## src/rtl/uart_pkg.sv

```systemverilog
// Shared UART definitions for the transmit and receive engines.
// Holds the transmitter state encoding and the default-divisor helper.
package uart_pkg;

  typedef enum logic [2:0] {
    StIdle   = 3'd0,
    StStart  = 3'd1,
    StData   = 3'd2,
    StParity = 3'd3,
    StStop   = 3'd4
  } uart_tx_state_t;

  // Clock cycles per bit for a given clock and baud rate: rounded up, kept in 1..65535.
  function automatic logic [15:0] calc_def_divisor(input longint unsigned clk_freq_hz,
                                                   input longint unsigned baud_rate);
    longint unsigned div;
    if (baud_rate == 64'd0) begin
      div = 64'd65535;
    end else begin
      div = (clk_freq_hz + baud_rate - 64'd1) / baud_rate;
    end
    if (div == 64'd0) begin
      div = 64'd1;
    end else if (div > 64'd65535) begin
      div = 64'd65535;
    end
    return div[15:0];
  endfunction

endpackage

```

## src/rtl/uart_baud_timer.sv

```systemverilog
// 16-bit bit timer: reloads with divisor-1 at each bit start and flags the
// last cycle of the bit when the count reaches zero.
module uart_baud_timer (
  input  logic        clk,
  input  logic        rst,
  input  logic        clear,
  input  logic        load,
  input  logic [15:0] divisor,
  output logic        bit_end
);

  logic [15:0] cnt_q, cnt_d;

  // Next count: clear wins over load, then count down and hold at zero.
  always_comb begin
    cnt_d = cnt_q;
    if (clear) begin
      cnt_d = '0;
    end else if (load) begin
      cnt_d = divisor - 16'd1;
    end else if (cnt_q != 16'd0) begin
      cnt_d = cnt_q - 16'd1;
    end
  end

  // Count register.
  always_ff @(posedge clk) begin
    if (rst) begin
      cnt_q <= '0;
    end else begin
      cnt_q <= cnt_d;
    end
  end

  assign bit_end = (cnt_q == 16'd0);

endmodule

```

## src/rtl/uart_tx_engine.sv

```systemverilog
// 8N1 UART transmitter with a one-byte holding register for gapless frames.
// Define UART_TX_PARITY_EN to insert a parity bit between data and stop.
module uart_tx_engine
  import uart_pkg::*;
#(
  parameter int unsigned CLK_FREQ_HZ = 125_000_000,
  parameter int unsigned BAUD_RATE   = 115200
) (
  input  logic        clk,
  input  logic        rst,
  input  logic        soft_reset_request,
  input  logic [15:0] baud_divisor,
  input  logic        parity_odd,
  input  logic [7:0]  tx_data,
  input  logic        tx_valid,
  output logic        tx_ready,
  output logic        uart_tx,
  output logic        tx_busy,
  output logic        tx_done
);

  localparam logic [15:0] DefDiv = calc_def_divisor(64'(CLK_FREQ_HZ), 64'(BAUD_RATE));

  uart_tx_state_t state_q, state_d;

  logic       hold_full_q, hold_full_d;
  logic [7:0] hold_q, hold_d;
  logic [7:0] shift_q, shift_d;
  logic [15:0] div_q, div_d;
  logic [2:0] bit_idx_q, bit_idx_d;
  logic       uart_tx_q, line_d;
`ifdef UART_TX_PARITY_EN
  logic       par_q, par_d;
`else
  logic       unused_parity_odd;
  assign unused_parity_odd = parity_odd;
`endif

  logic        accept;
  logic        frame_pending;
  logic        start_frame;
  logic [7:0]  next_byte;
  logic [15:0] eff_div;
  logic [15:0] timer_div;
  logic        timer_load;
  logic        bit_end;

  assign accept        = tx_valid && tx_ready;
  assign eff_div       = (baud_divisor == 16'd0) ? DefDiv : baud_divisor;
  // An idle engine takes a freshly accepted byte straight into the shifter,
  // so the start bit appears on the cycle after the handshake.
  assign frame_pending = hold_full_q || accept;
  assign next_byte     = hold_full_q ? hold_q : tx_data;
  // A new frame loads the live divisor; bits inside a frame use the latched one.
  assign timer_div     = start_frame ? eff_div : div_q;
  assign timer_load    = start_frame || ((state_q != StIdle) && bit_end);

  uart_baud_timer u_baud_timer (
    .clk     (clk),
    .rst     (rst),
    .clear   (soft_reset_request),
    .load    (timer_load),
    .divisor (timer_div),
    .bit_end (bit_end)
  );

  // FSM state register.
  always_ff @(posedge clk) begin
    if (rst) begin
      state_q <= StIdle;
    end else begin
      state_q <= state_d;
    end
  end

  // FSM next state, frame-start decision and data bit index.
  always_comb begin
    state_d     = state_q;
    start_frame = 1'b0;
    bit_idx_d   = bit_idx_q;
    unique case (state_q)
      StIdle: begin
        if (frame_pending) begin
          state_d     = StStart;
          start_frame = 1'b1;
        end
      end
      StStart: begin
        if (bit_end) begin
          state_d = StData;
        end
      end
      StData: begin
        if (bit_end) begin
          // Index wraps 7 -> 0, leaving it ready for the next frame.
          bit_idx_d = bit_idx_q + 3'd1;
          if (bit_idx_q == 3'd7) begin
`ifdef UART_TX_PARITY_EN
            state_d = StParity;
`else
            state_d = StStop;
`endif
          end
        end
      end
`ifdef UART_TX_PARITY_EN
      StParity: begin
        if (bit_end) begin
          state_d = StStop;
        end
      end
`endif
      StStop: begin
        if (bit_end) begin
          if (frame_pending) begin
            state_d     = StStart;
            start_frame = 1'b1;
          end else begin
            state_d = StIdle;
          end
        end
      end
      default: state_d = StIdle;
    endcase
    if (soft_reset_request) begin
      state_d     = StIdle;
      start_frame = 1'b0;
      bit_idx_d   = '0;
    end
  end

  // FSM outputs.
  always_comb begin
    tx_ready = !rst && !hold_full_q && !soft_reset_request;
    tx_busy  = (state_q != StIdle);
    tx_done  = (state_q == StStop) && bit_end && !soft_reset_request;
  end

  // Holding register, shifter, latched divisor and parity next values.
  always_comb begin
    hold_full_d = hold_full_q;
    hold_d      = hold_q;
    shift_d     = shift_q;
    div_d       = div_q;
`ifdef UART_TX_PARITY_EN
    par_d       = par_q;
`endif
    if (start_frame) begin
      // Either the held byte moves to the shifter or the accepted byte bypasses it.
      hold_full_d = 1'b0;
      shift_d     = next_byte;
      div_d       = eff_div;
`ifdef UART_TX_PARITY_EN
      par_d       = ^next_byte ^ parity_odd;
`endif
    end else if (accept) begin
      hold_full_d = 1'b1;
      hold_d      = tx_data;
    end
    if (soft_reset_request) begin
      hold_full_d = 1'b0;
    end
  end

  // Line level for the coming cycle, registered so uart_tx comes from a flop.
  always_comb begin
    line_d = 1'b1;
    unique case (state_d)
      StStart:  line_d = 1'b0;
      StData:   line_d = shift_d[bit_idx_d];
`ifdef UART_TX_PARITY_EN
      StParity: line_d = par_d;
`endif
      default:  line_d = 1'b1;
    endcase
  end

  // Datapath registers.
  always_ff @(posedge clk) begin
    if (rst) begin
      hold_full_q <= 1'b0;
      hold_q      <= '0;
      shift_q     <= '0;
      div_q       <= 16'd1;
      bit_idx_q   <= '0;
      uart_tx_q   <= 1'b1;
`ifdef UART_TX_PARITY_EN
      par_q       <= 1'b0;
`endif
    end else begin
      hold_full_q <= hold_full_d;
      hold_q      <= hold_d;
      shift_q     <= shift_d;
      div_q       <= div_d;
      bit_idx_q   <= bit_idx_d;
      uart_tx_q   <= line_d;
`ifdef UART_TX_PARITY_EN
      par_q       <= par_d;
`endif
    end
  end

  assign uart_tx = uart_tx_q;

endmodule
```

## config.mk

```make
export PLATFORM = sky130hd
export DESIGN_NAME = uart_tx_engine
export DESIGN_NICKNAME = d
export VERILOG_FILES = /design/src/rtl/uart_pkg.sv /design/src/rtl/uart_baud_timer.sv /design/src/rtl/uart_tx_engine.sv
export SDC_FILE = /design/constraint.sdc
export NUM_CORES = 1
export LEC_CHECK = 0
export CORE_ASPECT_RATIO = 0.6
export CORE_UTILIZATION = 56
export CTS_CLUSTER_SIZE = 14
export DETAILED_ROUTE_END_ITERATION = 7
export PLACE_DENSITY = 0.8
export SYNTH_ARGS = -nofsm -noshare
export SYNTH_HDL_FRONTEND = slang
export SYNTH_HIERARCHICAL = 1
export SYNTH_SLANG_ARGS = --single-unit
```

## constraint.sdc

```tcl
create_clock -name clk -period 5.3 [get_ports clk]
set_input_delay 1.06 -clock clk [delete_from_list [all_inputs] [get_ports clk]]
set_output_delay 1.06 -clock clk [all_outputs]
set_load 0.01 [all_outputs]
```

==> flow_summary_export.csv <==
group,metric,value,unit
clock_tree,clk_pin_slew_worst_paths,110,ps
yosys,synth.distinct_cells,59,
critical_path,ff2ff_setup_slack,1020,ps
placed_design,detailedPlacementHpwl,4767,um
clock_tree,clockRootBuffer,"sky130_fd_sc_hd__clkbuf_8",
finish,antenna_cells,0,
timing,rsz_0062_raised_after_global_routing,"no",
floorplan,chipHeight,58.02,um
route,routed_wl,6665,um
yosys,yosys_most_used_dff,"sky130_fd_sc_hd__dfxtp_1",
yosys,synth.cells.most_frequent,"56 x sky130_fd_sc_hd__dfxtp_1, 37 x sky130_fd_sc_hd__nor2_1, 23 x sky130_fd_sc_hd__mux2i_1",
placed_design,dp_cells,402,
critical_path,reg2reg_from,"u_baud_timer/cnt_q[8]",
critical_path,endpoint_kind,"flip-flop",
clock_tree,tritoncts_num_sinks,56,
yosys,synthesis.instances,321,
timing,layout_worst_path_cycle_share,0.8371,
clock_tree,cts_resized,0,
clock_tree,clock_tree.buffer_depth,2,
critical_path,worst-r2r-cell-count,13,
clock_tree,cts_setup_buffers,0,
timing,max_slew_margin,0.1912,
route,drt_first_pass_iters,4,
route,routed_vias_inst,5.924,
hold_path,min-delay-path-class,"flip-flop to flip-flop",
finish,final_util,0.6993,
global_routing,grt_pass1_vias,2255,
finish,synthToLayoutAreaGrowth,14.65,%
yosys,avgSynthCellArea,9.125,um2
timing,worst_clock_skew,7.213,ps
timing,timing_worst_slew_pin_value,1206,ps
timing,drv_slew,0,
finish,final_layout_size_suffix_gt1_frac,0.1009,
timing,worst_slack,863.3,ps
hold_path,hold-path-cell-count,2,
floorplan,horiz_die_dim,95.37,um
critical_path,setup.worst_path.start_class,"input port",
power,cellPowerDensity,424.1,mW/mm2
floorplan,design.die.area,0.005533,mm2
route,ant_nets,0,
route,detail_route.iter0.violations,120,
route,post-route-drc-count,0,
route,detail_route.wl_per_cell,16.26,um
critical_path,critical_path_required,5480,ps
status,run_status,"finished, final reports clean",
yosys,synth_warnings,6,
clock_tree,ctsHtreeMaxLevel,2,
critical_path,setup.worst_path.class,"input port to flip-flop",
placed_design,place_ws,596.9,ps
floorplan,placement_rows,19,
yosys,synth.net_count,353,
critical_path,regToRegEndpoint,"u_baud_timer/cnt_q[15]",
yosys,synthTopCellsByArea,"sky130_fd_sc_hd__dfxtp_1 38%, sky130_fd_sc_hd__mux2i_1 7.9%, sky130_fd_sc_hd__nor2_1 4.7%",
timing,clock_period_minus_worst_slack,4437,ps
hold_path,whs_endpoint,"div_q[11]",
floorplan,core_box_area,0.004802,mm2
timing,timing_hold_violations_final,0,
clock_tree,cts-buffers-inserted,5,
route,routed-via-count,2429,
power,report.power.total,1424,uW
yosys,synth_largest_type_area_fraction,0.3827,
critical_path,crit_fanout,12,
finish,stdcell_count,410,
global_routing,grt_pass1_wl,10990,um
finish,num-fill-cells,389,
global_routing,maximum_number_of_pins_on_one_net_before_global_route_repair,38,
global_routing,initial_antenna_violation_count,0,
clock_tree,cts_tree,"yes",
power,vdd_drop_max,0.0002236,V
clock_tree,worst_skew_pair_later_pin_latency,320,ps
global_routing,gr-total-overflow,0,
global_routing,grt_use_total,0.2668,
yosys,cell_type_contributing_the_most_total_cell_area_after_synthesis,"sky130_fd_sc_hd__dfxtp_1",
yosys,yosysMostFrequentCell,"sky130_fd_sc_hd__dfxtp_1",
power,power.leakage,0.001266,uW
yosys,synth-seq-cells,56,
timing,setup_violations,0,
timing,fmax,225.4,MHz
run,maxCapViolCount,0,
finish,fin_nets,378,
clock_tree,cts_hold_buffers,0,
placed_design,place_congestion,0.8362,
placed_design,count_of_buffers_from_port_buffering,31,
yosys,synth_edf_count,0,
floorplan,floorplan.initialDensity,0.6100,
hold_path,hold_path.startpoint,"div_q[11]",
yosys,yosysSeqAreaShare,0.3827,
timing,tns,0,ps
critical_path,critPathArrivalTime,4610,ps
yosys,post_synth_instance_area,0.002929,mm2
yosys,ys_async_sr_fraction,0,
floorplan,io_pins,33,
placed cells by master (no fill, tap or decap), drive strengths merged, types with 10 or more instances in the layout:
| master | synthesis | routed |
|---|---|---|
| dfxtp | 56 | 56 |
| nor2 | 37 | 37 |
| clkdlybuf4s50 | 0 | 31 |
| mux2i | 24 | 24 |
| nand2 | 22 | 22 |
| nor2b | 15 | 15 |
| nor3 | 14 | 14 |
| a21oi | 11 | 11 |
| a22o | 10 | 10 |
| mux2 | 10 | 10 |
cell families after synthesis:
kind of cell    Yosys count  synth area share
simple gates            139            0.2580
flops                    56            0.3827
compound gates           50            0.1273
mux                      36            0.1384
buf+inv                  23           0.03887
xor+xnor                 14           0.04186
fa+ha+maj                 3           0.01282
critical path: stages:
cell                              delay (ps)
sky130_fd_sc_hd__clkdlybuf4s50_1         640
sky130_fd_sc_hd__nor3b_2                 370
sky130_fd_sc_hd__o211a_1                 300
sky130_fd_sc_hd__nand2_1                 230
sky130_fd_sc_hd__o22a_1                  330
sky130_fd_sc_hd__or4b_1                  540
sky130_fd_sc_hd__a222oi_1                550
sky130_fd_sc_hd__and2_2                  320
sky130_fd_sc_hd__nand4_1                 100
sky130_fd_sc_hd__nor3b_2                 170
worst max path at each step:
stage / startpoint / to / cells past startpoint
2_1_floorplan: u_baud_timer/cnt_q[8] / u_baud_timer/cnt_q[6] / 19
3_3_place_gp: soft_reset_request / u_baud_timer/cnt_q[15] / 10
3_5_place_dp: soft_reset_request / u_baud_timer/cnt_q[15] / 10
4_1_cts: soft_reset_request / u_baud_timer/cnt_q[15] / 10
5_1_grt: soft_reset_request / u_baud_timer/cnt_q[15] / 10
6_report: soft_reset_request / u_baud_timer/cnt_q[15] / 10
sequential cells by signal, summed over array words and instances (netlist names):
signal              cells
bit_idx_q               3
state_q                 3
div_q                  16
hold_full_q             1
u_baud_timer/cnt_q     16
shift_q                 8
hold_q                  8
uart_tx                 1
layer usage:
| layer | global-route usage | part of all wire |
|---|---|---|
| met1 | 0.4088 | 0.51 |
| met5 | 0 | 0 |
| met4 | 0.07792 | 0.0053 |
| met2 | 0.3776 | 0.42 |
| met3 | 0.05118 | 0.072 |
metrics by stage:
stage	hold slack, ps	instance area (um2)
finish	470.8	3358
global placement	441.3	3264
global route	493.4	3358
CTS	468.8	3358
detailed placement	453.5	3264
floorplan	433.3	2929
power breakdown:
| group | switching, uW | total (uW) | internal (uW) |
|---|---|---|---|
| Clock | 152 | 249 | 96.8 |
| Combinational | 353 | 650 | 297 |
| Sequential | 46.1 | 525 | 479 |
| Total | 551 | 1420 | 873 |
cell type report:
| type | count | area [um2] | share of cell area |
|---|---|---|---|
| Multi-Input combinational cell | 242 | 1694 | 0.5045 |
| Sequential cell | 56 | 1121 | 0.3338 |
| Timing Repair Buffer | 37 | 355.3 | 0.1058 |
| Tap cell | 63 | 78.83 | 0.02347 |
| Clock buffer | 5 | 68.82 | 0.02049 |
| Clock inverter | 3 | 25.02 | 0.007452 |
| Inverter | 4 | 15.01 | 0.004471 |
Note: power is estimated with default switching activity, not from simulation.
